`config.mk`:
```
export PLATFORM = sky130hd
export DESIGN_NAME = branch_pc_ctrl_flat
export DESIGN_NICKNAME = d
export VERILOG_FILES = /design/src/rtl/branch_pc_ctrl_if.sv /design/src/rtl/branch_pc_ctrl.sv /design/src/flat_wrapper.sv
export SDC_FILE = /design/constraint.sdc
export NUM_CORES = 1
export LEC_CHECK = 0
export ABC_CLOCK_PERIOD_IN_PS = 4550
export BUFFER_PORTS_ARGS = -buffer_cell sky130_fd_sc_hd__buf_4
export CAP_MARGIN = 5
export CORE_AREA = 2 2 131 133
export CTS_CLUSTER_DIAMETER = 80
export DETAILED_ROUTE_END_ITERATION = 10
export DIE_AREA = 0 0 133 135
export GPL_TIMING_DRIVEN = 0
export PLACE_DENSITY = 0.56
export SETUP_SLACK_MARGIN = 0.2
export SYNTH_ARGS = -nofsm -noshare
export SYNTH_HDL_FRONTEND = slang
export SYNTH_SLANG_ARGS = --single-unit
export TNS_END_PERCENT = 1
```
`constraint.sdc`:
```
create_clock -name clk -period 4.55 [get_ports clk]
set_input_delay 0.455 -clock clk [delete_from_list [all_inputs] [get_ports clk]]
set_output_delay 0.455 -clock clk [all_outputs]
set_load 0.01 [all_outputs]
```
`src/rtl/branch_pc_ctrl_if.sv`:
```
// rtl/branch_pc_ctrl_if.sv - EX-stage operand bus and shared branch adder port for branch_pc_ctrl
interface branch_pc_ctrl_if;
  logic        ex_valid;
  logic        ex_is_branch;
  logic        ex_is_jal;
  logic        ex_is_jalr;
  logic [2:0]  ex_funct3;
  logic [31:0] ex_pc;
  logic [31:0] ex_rs1;
  logic [31:0] ex_rs2;
  logic [31:0] ex_imm;
  logic [31:0] adder_pc;
  logic [31:0] adder_imm;
  logic [31:0] adder_target;

  // EX stage and adder side: drives operands and the adder sum
  modport master (
    output ex_valid, ex_is_branch, ex_is_jal, ex_is_jalr, ex_funct3,
    output ex_pc, ex_rs1, ex_rs2, ex_imm, adder_target,
    input  adder_pc, adder_imm
  );

  // Next-PC controller side
  modport slave (
    input  ex_valid, ex_is_branch, ex_is_jal, ex_is_jalr, ex_funct3,
    input  ex_pc, ex_rs1, ex_rs2, ex_imm, adder_target,
    output adder_pc, adder_imm
  );
endinterface

```
`src/rtl/branch_pc_ctrl.sv`:
```
// rtl/branch_pc_ctrl.sv - next-PC controller with branch resolution, flush and misalign halt (optional stats: BRANCH_PC_CTRL_STATS_EN)
module branch_pc_ctrl #(
  parameter logic [31:0] RESET_PC = 32'h0000_0000
) (
  input  logic                  clk,
  input  logic                  rst,
  input  logic                  stall,
  branch_pc_ctrl_if.slave       ex,
  output logic [31:0]           pc_out,
  output logic                  flush_if,
  output logic                  flush_id,
  output logic                  redirect_q,
  output logic                  halted,
  output logic [31:0]           br_total_cnt,
  output logic [31:0]           br_taken_cnt
);

  typedef enum logic {RUN, HALT} state_t;

  state_t      state, state_next;
  logic [31:0] pc_q, pc_next;
  logic        redirect_next;
  logic        flush;
  logic        cond;
  logic        is_jalr, is_jal, is_br;
  logic        take, misalign;
  logic [31:0] tgt;

  // Flag precedence: jalr over jal over branch
  assign is_jalr = ex.ex_is_jalr;
  assign is_jal  = ex.ex_is_jal & ~ex.ex_is_jalr;
  assign is_br   = ex.ex_is_branch & ~ex.ex_is_jal & ~ex.ex_is_jalr;

  // JALR bases off rs1, everything else off the instruction PC
  always_comb begin
    ex.adder_pc  = is_jalr ? ex.ex_rs1 : ex.ex_pc;
    ex.adder_imm = ex.ex_imm;
  end

  // Branch condition; 010/011 are not real conditions and never take
  always_comb begin
    cond = 1'b0;
    case (ex.ex_funct3)
      3'b000:  cond = (ex.ex_rs1 == ex.ex_rs2);
      3'b001:  cond = (ex.ex_rs1 != ex.ex_rs2);
      3'b100:  cond = ($signed(ex.ex_rs1) <  $signed(ex.ex_rs2));
      3'b101:  cond = ($signed(ex.ex_rs1) >= $signed(ex.ex_rs2));
      3'b110:  cond = (ex.ex_rs1 <  ex.ex_rs2);
      3'b111:  cond = (ex.ex_rs1 >= ex.ex_rs2);
      default: cond = 1'b0;
    endcase
  end

  assign tgt      = {ex.adder_target[31:1], ex.adder_target[0] & ~is_jalr};
  assign take     = ex.ex_valid & ~stall & (is_jalr | is_jal | (is_br & cond));
  assign misalign = take & tgt[1];

  // Next state, next PC and Mealy flush; HALT ignores every input
  always_comb begin
    state_next    = state;
    pc_next       = pc_q;
    redirect_next = 1'b0;
    flush         = 1'b0;
    case (state)
      RUN: begin
        flush = take;
        if (take && !misalign) begin
          pc_next       = tgt;
          redirect_next = 1'b1;
        end else if (take && misalign) begin
          state_next = HALT;
        end else if (!stall) begin
          pc_next = pc_q + 32'd4;
        end
      end
      HALT: begin
        flush = 1'b1;
      end
      default: state_next = RUN;
    endcase
  end

  // State, PC and redirect flag registers
  always_ff @(posedge clk) begin
    if (rst) begin
      state      <= RUN;
      pc_q       <= RESET_PC;
      redirect_q <= 1'b0;
    end else begin
      state      <= state_next;
      pc_q       <= pc_next;
      redirect_q <= redirect_next;
    end
  end

  assign pc_out   = pc_q;
  assign flush_if = flush;
  assign flush_id = flush;
  assign halted   = (state == HALT);

`ifdef BRANCH_PC_CTRL_STATS_EN
  logic [31:0] total_q, taken_q;
  logic        br_event;

  assign br_event = (state == RUN) & ex.ex_valid & is_br & ~stall;

  // Resolved and taken branch counters, wrapping naturally
  always_ff @(posedge clk) begin
    if (rst) begin
      total_q <= 32'h0;
      taken_q <= 32'h0;
    end else if (br_event) begin
      total_q <= total_q + 32'd1;
      if (cond) taken_q <= taken_q + 32'd1;
    end
  end

  assign br_total_cnt = total_q;
  assign br_taken_cnt = taken_q;
`else
  assign br_total_cnt = 32'h0;
  assign br_taken_cnt = 32'h0;
`endif

endmodule

```
`src/flat_wrapper.sv`:
```
// flat-port wrapper written by rule: the top's interface ports become plain ports
module branch_pc_ctrl_flat 
#(
  parameter logic [31:0] RESET_PC = 32'h0000_0000
)
  (clk, rst, stall, pc_out, flush_if, flush_id, redirect_q, halted, br_total_cnt, br_taken_cnt, ex_ex_valid, ex_ex_is_branch, ex_ex_is_jal, ex_ex_is_jalr, ex_ex_funct3, ex_ex_pc, ex_ex_rs1, ex_ex_rs2, ex_ex_imm, ex_adder_target, ex_adder_pc, ex_adder_imm);
  branch_pc_ctrl_if ex_i ();
  input  logic clk;
  input  logic rst;
  input  logic stall;
  output logic [31:0] pc_out;
  output logic flush_if;
  output logic flush_id;
  output logic redirect_q;
  output logic halted;
  output logic [31:0] br_total_cnt;
  output logic [31:0] br_taken_cnt;
  input wire logic [$bits(ex_i.ex_valid)-1:0] ex_ex_valid;
  input wire logic [$bits(ex_i.ex_is_branch)-1:0] ex_ex_is_branch;
  input wire logic [$bits(ex_i.ex_is_jal)-1:0] ex_ex_is_jal;
  input wire logic [$bits(ex_i.ex_is_jalr)-1:0] ex_ex_is_jalr;
  input wire logic [$bits(ex_i.ex_funct3)-1:0] ex_ex_funct3;
  input wire logic [$bits(ex_i.ex_pc)-1:0] ex_ex_pc;
  input wire logic [$bits(ex_i.ex_rs1)-1:0] ex_ex_rs1;
  input wire logic [$bits(ex_i.ex_rs2)-1:0] ex_ex_rs2;
  input wire logic [$bits(ex_i.ex_imm)-1:0] ex_ex_imm;
  input wire logic [$bits(ex_i.adder_target)-1:0] ex_adder_target;
  output wire logic [$bits(ex_i.adder_pc)-1:0] ex_adder_pc;
  output wire logic [$bits(ex_i.adder_imm)-1:0] ex_adder_imm;
  assign ex_i.ex_valid = ex_ex_valid;
  assign ex_i.ex_is_branch = ex_ex_is_branch;
  assign ex_i.ex_is_jal = ex_ex_is_jal;
  assign ex_i.ex_is_jalr = ex_ex_is_jalr;
  assign ex_i.ex_funct3 = ex_ex_funct3;
  assign ex_i.ex_pc = ex_ex_pc;
  assign ex_i.ex_rs1 = ex_ex_rs1;
  assign ex_i.ex_rs2 = ex_ex_rs2;
  assign ex_i.ex_imm = ex_ex_imm;
  assign ex_i.adder_target = ex_adder_target;
  assign ex_adder_pc = ex_i.adder_pc;
  assign ex_adder_imm = ex_i.adder_imm;
  branch_pc_ctrl #(.RESET_PC(RESET_PC)) u_core (.clk(clk), .rst(rst), .stall(stall), .ex(ex_i), .pc_out(pc_out), .flush_if(flush_if), .flush_id(flush_id), .redirect_q(redirect_q), .halted(halted), .br_total_cnt(br_total_cnt), .br_taken_cnt(br_taken_cnt));
endmodule
```
==> results.yml, run 1 <==
outcome:
  status: "complete, no violations"
final_layout:
  nets: 1033
  post-route-util: 0.402
  fin_area_sq_um: 6600
  fin_cells: 1051
  num-fill-cells: 1763
  diodes: 0
  area_delta_synth_final_pct: 58.0
  drive_gt1_frac: 0.474
global_route:
  overflow: 0
  grt_pass1_vias: 4166
  antenna_found_initial: 0
  grt_pass1_wl_microns: 22700
  grt_usage: 0.158
  grt_start_max_net_pins: 11
timing:
  fin_crit_sh: 0.869
  worst_slack_ps: 595
  rsz0062_at_grt: "no"
  worst_pin_slew_ps: 854
  finalSetupViolations: 0
  slew_headroom: 0.423
  slew_viol_final: 0
  skew_ps: 6.50
  fin_crit_ps: 3960
  finalHoldViolCount: 0
  tns_ps: 0
  max_freq_ghz: 0.253
worst_setup_path:
  required_ps: 4090
  rr_worst_depth: 9
  path_class: "input pin to primary output"
  crit_start: "ex_ex_rs1[31]"
  r2r_end: "u_core.pc_out[31]"
  cp_max_fo: 9
  crit_path_end_kind: "primary output"
  crit_end: "flush_if"
  start_kind: "input pin"
  reg2reg_from: "u_core.pc_out[2]"
  rrSetupSlack_ps: 1650
  arrival_ps: 3500
clock_network:
  ctsHoldBuffers: 0
  cts-resized-gates: 0
  clock_path_buffers: 2
  clk_pin_slew_ps: 50
  postCtsSetupRepairBufs: 0
  insertion_delay_ps: 290
  root_buffer: "clkbuf_16"
  cts_inserted_buffers: 5
  htree_levels: 2
  cts_sinks: 34
  cts_tree: "built"
placement:
  post-dp-hpwl_microns: 13100
  dpl_cell_area_sq_um: 6450
  gp_routability_congestion: 0.855
  dp_cells: 1043
  dp_slack_ps: 505
  numPortBuffers: 235
detailed_routing:
  wl_met2_microns: 7830
  via_per_inst: 4.29
  drtPass1Iterations: 4
  wl_met1_microns: 6230
  vias: 4508
  route.detailed.drc: 0
  wl_met3_microns: 1190
  ant_nets: 0
  wire_per_inst_microns: 14.6
  routed_wl_microns: 15300
  drt_iter0_drc: 187
  dr.max_layer_used: "met4"
synth:
  synth_top_cell_area_share: 0.174
  synth.most_common_cell: "buf_4"
  netlist_instances: 525
  yosys_warnings: 0
  synth_area_leaders: "buf_4 17%, dfxtp_1 16%, ha_1 9.9%"
  ys_seq_area_frac: 0.163
  ys.flop_type: "dfxtp_1"
  synthTopCellsByCount: "97 x buf_4, 63 x inv_1, 44 x a21oi_1"
  ys_ff_latch: 34
  synth_cell_types: 55
  yosysTopAreaCell: "buf_4"
  async_reset_ff_frac: 0
  avgSynthCellArea_sq_um: 7.95
  synth-edff-count: 0
  synth_area_sq_um: 4180
power:
  power_density_nw_per_um2: 172
  max-vdd-ir-drop_mv: 0.127
  leakage_uw: 0.00351
floorplanning:
  core_area_sq_um: 16400
  start_util: 0.254
  die_h_microns: 135
  die_area_sq_um: 18000
  die_x_microns: 133
  io_pins: 334
  num_rows: 47
hold_path:
  worstHoldPathCells: 3
  hp-class: "input pin to flop"
job:
  max_cap_violations: 0
==> sequential cells by signal (all words and copies together), names as in the netlist <==
signal / flops
u_core.pc_out: 32
u_core.halted: 1
u_core.redirect_q: 1
==> area by class of cell <==
class | instances | area (sq um) | area share
flip-flops and latches | 34 | 681 | 0.103
repair buffers | 235 | 1760 | 0.267
clock inverters | 1 | 5.00 | 0.000758
inverters | 63 | 236 | 0.0358
well taps | 220 | 275 | 0.0417
multi-input cells | 374 | 2640 | 0.399
clock buffers | 7 | 143 | 0.0216
plain buffers | 117 | 860 | 0.130
==> worst min path at each step <==
| stage | start | end | slack (ps) |
|---|---|---|---|
| global route | ex_adder_target[1] | u_core.halted | 440 |
| global placement | u_core.pc_out[0] | u_core.pc_out[0] | 460 |
| detailed placement | u_core.pc_out[0] | u_core.pc_out[0] | 470 |
| floorplan | u_core.pc_out[0] | u_core.pc_out[0] | 490 |
| CTS | ex_adder_target[1] | u_core.halted | 430 |
| finish | ex_adder_target[1] | u_core.halted | 420 |
==> power by group <==
part           leakage, uW  internal [uW]  total, uW  switching [uW]
Combinational      0.00316            263        465             203
Clock            0.0000739            217        352             135
Sequential        0.000275            306        316            10.8
Total              0.00351            785       1130             348
==> cells by family (layout without fill, tap and decap cells) <==
family	count (synthesis)	after routing	synth area share
buffers and inverters	180	423	0.263
adder cells (fa/ha/maj)	33	33	0.0989
AO/OA/AOI/OAI	104	104	0.175
other	1	64	0.000898
multiplexers	58	58	0.149
AND/OR/NAND/NOR	115	115	0.151
flip-flops	34	34	0.163
==> worst max-delay path: stages <==
cell     delay [ps]
buf_4           120
ha_1            420
nand4_4         160
nor4_4          460
a41oi_1         180
nor3b_2         180
nor4b_4         150
o41ai_4         600
nor2_1          170
or2_2           330
buf_4           130
buf_4           130
==> layout by cell type (no fill, tap or decap), types with 2 or more instances in the layout <==
cell,netlist,final
buf_4,97,332
conb_1,1,64
inv_1,63,63
a21oi_1,44,44
nor2_1,35,35
dfxtp_1,34,34
mux2_2,33,33
ha_1,33,33
mux2i_1,25,25
o32ai_1,21,21
nand2_1,19,19
nand4_1,16,16
nand3_1,16,16
clkbuf_1,8,9
a21o_1,6,6
o21ai_0,6,6
and3_1,6,6
clkbuf_16,0,5
buf_6,4,4
buf_1,3,3
nor3_1,3,3
or2_2,3,3
buf_2,3,3
o211ai_1,2,2
a21boi_0,2,2
o31a_1,2,2
nor4_1,2,2
a41oi_1,2,2
buf_8,2,2
or3_1,2,2
and4_1,2,2
o21a_1,2,2
nor4b_1,2,2
a211oi_1,2,2
a31oi_1,2,2
o221a_2,2,2
==> per-stage QoR <==
step / total power [uW] / hold WS (ps)
after CTS: 1140 / 427
after global routing: 1190 / 440
after floorplan: 579 / 494
after detailed placement: 789 / 472
final: 1130 / 420
after global placement: 787 / 462
==> per-layer routing <==
metal  GRT usage  vias up
li1            -     2310
met1       0.195     2015
met2       0.289      177
met3      0.0357        6
met4      0.0185        0
met5           0        -
Power figures use the tool's default switching activity.
==> inputs of run 2 (changes only) <==
--- a/config.mk
+++ b/config.mk
@@ -5,15 +5,15 @@
 export SDC_FILE = /design/constraint.sdc
 export NUM_CORES = 1
 export LEC_CHECK = 0
-export ABC_CLOCK_PERIOD_IN_PS = 4550
+export ABC_CLOCK_PERIOD_IN_PS = 3600
 export BUFFER_PORTS_ARGS = -buffer_cell sky130_fd_sc_hd__buf_4
 export CAP_MARGIN = 5
-export CORE_AREA = 2 2 131 133
+export CORE_AREA = 2 2 130 132
 export CTS_CLUSTER_DIAMETER = 80
 export DETAILED_ROUTE_END_ITERATION = 10
-export DIE_AREA = 0 0 133 135
+export DIE_AREA = 0 0 132 134
 export GPL_TIMING_DRIVEN = 0
-export PLACE_DENSITY = 0.56
+export PLACE_DENSITY = 0.59
 export SETUP_SLACK_MARGIN = 0.2
 export SYNTH_ARGS = -nofsm -noshare
 export SYNTH_HDL_FRONTEND = slang
==> constraint.sdc (replaced) <==
create_clock -name clk -period 3.6 [get_ports clk]
set_input_delay 0.36 -clock clk [delete_from_list [all_inputs] [get_ports clk]]
set_output_delay 0.36 -clock clk [all_outputs]
set_load 0.01 [all_outputs]
==> run 2 against run 1 <==
Via count up 0.42%. Clock power increased by 40%. Flip-flop and latch count is the same. Combinational power increased by 31%. Die area decreased by 1.5%. Highest routed layer is now met5. First-iteration DRC count is 29% higher. Cell count is 0.48% higher. Largest cell class unchanged. Critical endpoint unchanged. Critical path depth stayed put. Clock skew shrank 2.3 ps. Sequential power rose by 27%.
==> results.yml, run 2 (same netlist as run 1, synthesis figures left out) <==
clock_network:
  htree_levels: 2
  cts_tree: "built"
  cts_sinks: 34
  clock_path_buffers: 2
  root_buffer: "clkbuf_16"
  clk_pin_slew_ps: 60
  cts_inserted_buffers: 5
  insertion_delay_ps: 280
  ctsHoldBuffers: 0
global_route:
  grt_util_met1: 0.194
  use_met2: 0.282
  grt_start_max_net_pins: 11
  grt_usage: 0.158
  grt_pass1_vias: 4177
  overflow: 0
  top_usage_layer: "met2"
  grt_pass1_wl_microns: 22700
  grt_use_met3: 0.0404
  antenna_found_initial: 1
timing:
  worst_slack_ps: 338
  hold_ws_ps: 340
  finalHoldViolCount: 0
  fin_crit_sh: 0.906
  slew_headroom: 0.440
  skew_ps: 4.16
  finalSetupViolations: 0
  rsz0062_at_grt: "no"
  fin_crit_ps: 3260
  worst_pin_slew_ps: 829
  slew_viol_final: 0
  max_freq_ghz: 0.307
final_layout:
  area_delta_synth_final_pct: 61.8
  fin_cells: 1056
  nets: 1038
  most-common-layout-cells: "331 x buf_4, 64 x conb_1, 59 x inv_1"
  num-fill-cells: 1648
  drive_gt1_frac: 0.492
  fin_area_sq_um: 6760
  regArea_sq_um: 681
  mostFrequentLayoutCell: "buf_4"
  post-route-util: 0.415
  diodes: 0
  largest_reg_flops: 32
  multi_input_area_sq_um: 2720
worst_setup_path:
  slowest_delay_ps: 460
  required_ps: 3240
  arrival_ps: 2900
  path_class: "input pin to primary output"
  start_kind: "input pin"
  crit_chain: "buf_4 > ha_1 > nand4_1 > nor4_4 > a41oi_2 > and3_1 > o31a_1 > o41ai_4 > nor2_2 > or2_4 > buf_6 > buf_6"
  rrSetupSlack_ps: 720
  cp_common_cell: "buf_6"
  critPathTopFamily: "simple AND/OR/NAND/NOR gates"
  r2r_end: "u_core.pc_out[31]"
  rr_worst_depth: 9
  critPathBufInv: 3
  crit_path_end_kind: "primary output"
  reg2reg_from: "u_core.pc_out[2]"
  cp_max_fo: 4
  critPathSlowestCell: "nor4_4"
placement:
  dp_cells: 1043
  dpl_cell_area_sq_um: 6450
  gp_routability_congestion: 0.807
  dp_slack_ps: -368
  numPortBuffers: 235
  post-dp-hpwl_microns: 12600
detailed_routing:
  vias: 4527
  drt_iter0_drc: 242
  routed_wl_microns: 15000
  wire_per_inst_microns: 14.2
  route.detailed.drc: 0
  ant_nets: 0
  via_per_inst: 4.29
  drtPass1Iterations: 4
floorplanning:
  core_area_sq_um: 16300
  start_util: 0.256
  die_area_sq_um: 17700
  die_h_microns: 134
  num_rows: 47
  die_x_microns: 132
  io_pins: 334
outcome:
  status: "complete, no violations"
power:
  power_density_nw_per_um2: 222
  leakage_uw: 0.00355
  max-vdd-ir-drop_mv: 0.164
hold_path:
  hp-class: "input pin to flop"
  min_from: "ex_adder_target[1]"
  hold_end: "u_core.halted"
  worstHoldPathCells: 3
job:
  max_cap_violations: 0
-- run 2: timing repair --
action,in CTS,in global routing
buffers inserted,1,4
pin swaps,1,11
cloned,0,0
setup endpoints to repair,31,31
resized for setup,2,20
-- run 2: worst reg2reg max path, delay by kind of cell, from the launching register on --
family / cells / cell delay [ps]
AOI/OAI and AO/OA: 2 / 400
DFF: 1 / 450
and+or+nand+nor: 7 / 1940
-- run 2: worst max path at each step --
stage / start / to / slack, ps / cells past startpoint
final: ex_ex_rs1[19] / flush_if / 340 / 12
after floorplan: ex_ex_rs2[14] / flush_if / 420 / 11
after CTS: ex_ex_rs1[25] / flush_if / 90 / 12
after global routing: ex_ex_rs2[27] / flush_if / 210 / 13
after detailed placement: ex_ex_rs1[14] / u_core.pc_out[0] / -370 / 13
after global placement: ex_ex_rs1[14] / u_core.pc_out[0] / -380 / 13
-- run 2: layout make-up --
type / count / area share
buffer: 117 / 0.128
multi-input combinational: 374 / 0.402
clock buffer: 7 / 0.0196
inverter: 63 / 0.0350
clock inverter: 1 / 0.00444
tap: 220 / 0.0407
timing repair buffer: 240 / 0.269
sequential: 34 / 0.101
-- run 2: report_power, final --
part           leakage (uW)  switching, uW  internal (uW)
registers          0.000275           13.7            386
logic               0.00320            264            344
clock network     0.0000781            165            327
-- run 2: stage by stage --
stage	TNS, ps	power (uW)
finish	0	1500
global placement	-7200	992
floorplan	0	731
detailed placement	-7580	996
global route	0	1580
CTS	0	1490
-- run 2: metal layers --
metal / vias up / share of wire
met3: 8 / 0.074
met2: 174 / 0.50
met5: - / 0.00067
met1: 2028 / 0.42
met4: 2 / 0.0044
li1: 2315 / -
==> inputs of run 3 (changes only) <==
--- a/config.mk
+++ b/config.mk
@@ -14,6 +14,7 @@
 export DIE_AREA = 0 0 132 134
 export GPL_TIMING_DRIVEN = 0
 export PLACE_DENSITY = 0.59
+export REMOVE_ABC_BUFFERS = 1
 export SETUP_SLACK_MARGIN = 0.2
 export SYNTH_ARGS = -nofsm -noshare
 export SYNTH_HDL_FRONTEND = slang
==> run 3 against run 2 <==
Register-to-register slack improved by 140 ps. Total power shrank 15%. Sequential power about the same. Combinational power decreased by 24%. Clock-buffer cell count unchanged. Design area decreased by 18%. Largest cell class unchanged. Largest power group unchanged. Highest routed layer unchanged.
==> results.yml, run 3 (same netlist as run 1, synthesis figures left out) <==
outcome:
  status: "complete, no violations"
final_layout:
  mostFrequentLayoutCell: "buf_4"
  num-fill-cells: 1750
  post-route-util: 0.342
  area_delta_synth_final_pct: 33.4
  fin_cells: 909
  diodes: 0
  nets: 892
  most-common-layout-cells: "208 x buf_4, 64 x conb_1, 63 x inv_1"
  drive_gt1_frac: 0.386
  largest_reg_flops: 32
placement:
  numPortBuffers: 205
  post-dp-hpwl_microns: 11600
  dp_cells: 897
  dp_slack_ps: -763
  gp_routability_congestion: 0.785
global_route:
  grt_pass1_wl_microns: 20800
  grt_pass1_vias: 3756
  antenna_found_initial: 1
  grt_start_max_net_pins: 35
  overflow: 0
  grt_usage: 0.149
clock_network:
  clock_path_buffers: 2
  cts_inserted_buffers: 5
  root_buffer: "clkbuf_16"
  clk_pin_slew_ps: 50
  htree_levels: 2
  insertion_delay_ps: 280
  cts_sinks: 34
  cts_tree: "built"
worst_setup_path:
  required_ps: 3240
  r2r_end: "u_core.pc_out[28]"
  start_kind: "input pin"
  crit_start: "ex_ex_rs1[31]"
  reg2reg_from: "u_core.pc_out[2]"
  crit_end: "flush_id"
  arrival_ps: 3030
  cp_max_fo: 7
  crit_path_end_kind: "primary output"
  rr_worst_depth: 10
  path_class: "input pin to primary output"
  rrSetupSlack_ps: 860
timing:
  slew_headroom: 0.462
  fin_crit_ps: 3390
  max_freq_ghz: 0.295
  fin_crit_sh: 0.943
  slew_viol_final: 0
  worst_slack_ps: 206
  skew_ps: 7.65
  worst_pin_slew_ps: 796
  finalSetupViolations: 0
  finalHoldViolCount: 0
  rsz0062_at_grt: "yes"
  tns_ps: 0
floorplanning:
  die_area_sq_um: 17700
  die_x_microns: 132
  num_rows: 47
  core_area_sq_um: 16300
  die_h_microns: 134
  io_pins: 334
  start_util: 0.256
power:
  leakage_uw: 0.00281
  power_density_nw_per_um2: 228
  max-vdd-ir-drop_mv: 0.166
detailed_routing:
  drt_iter0_drc: 164
  route.detailed.drc: 0
  via_per_inst: 4.54
  ant_nets: 0
  wire_per_inst_microns: 15.7
  routed_wl_microns: 14300
  drtPass1Iterations: 6
  vias: 4126
job:
  max_cap_violations: 0
hold_path:
  hp-class: "input pin to flop"
## run 3: metal layers
layer / vias to the layer above / GRT usage / wire [microns]
met5: - / 0.0500 / 100
met4: 4 / 0.0163 / 56
met3: 9 / 0.0862 / 1980
met2: 216 / 0.238 / 6450
met1: 1868 / 0.174 / 5670
li1: 2029 / - / -
## run 3: repair_timing
item                       CTS  global route
setup buffers                3             0
hold buffers                 0             0
gates cloned                 1             1
gates resized for setup      3             2
pin swaps                    3             0
setup endpoints to repair   35            29
## run 3: final cells by class
class / count / area, sq um / area share
multi-input combinational: 376 / 2670 / 0.479
clock buffer: 7 / 133 / 0.0238
inverter: 63 / 236 / 0.0425
tap: 220 / 275 / 0.0494
sequential: 34 / 681 / 0.122
timing repair buffer: 209 / 1580 / 0.283
## run 3: worst min-delay path by stage
stage          cells after the start  slack (ps)                 from           endpoint
2_1_floorplan                      1         430                  rst  u_core.pc_out[31]
3_3_place_gp                       2         460     u_core.pc_out[0]   u_core.pc_out[0]
3_5_place_dp                       2         470     u_core.pc_out[0]   u_core.pc_out[0]
4_1_cts                            3         340   ex_adder_target[1]      u_core.halted
5_1_grt                            3         370  ex_adder_target[20]  u_core.pc_out[20]
6_report                           3         340   ex_adder_target[1]      u_core.halted
## run 3: stage by stage
step / hold slack (ps) / power [uW] / cell area [sq um]
floorplan: 426 / 621 / 3550
global placement: 461 / 859 / 5370
detailed placement: 473 / 866 / 5390
CTS: 338 / 1280 / 5560
global route: 370 / 1340 / 5570
finish: 345 / 1270 / 5570
## run 3: worst max-delay path: stages
cell and delay, ps:
buf_4 120, ha_1 400, nand4_4 160, nor4_4 470, a41oi_1 190, and3_1 190, o31a_1 130, o41ai_4 270
buf_4 200, nor2_1 80, or2_2 310, buf_4 150
## run 3: where the power goes
group	switching (uW)	total, uW	internal [uW]
Combinational	224	465	241
Clock	155	408	253
Sequential	12.5	399	386
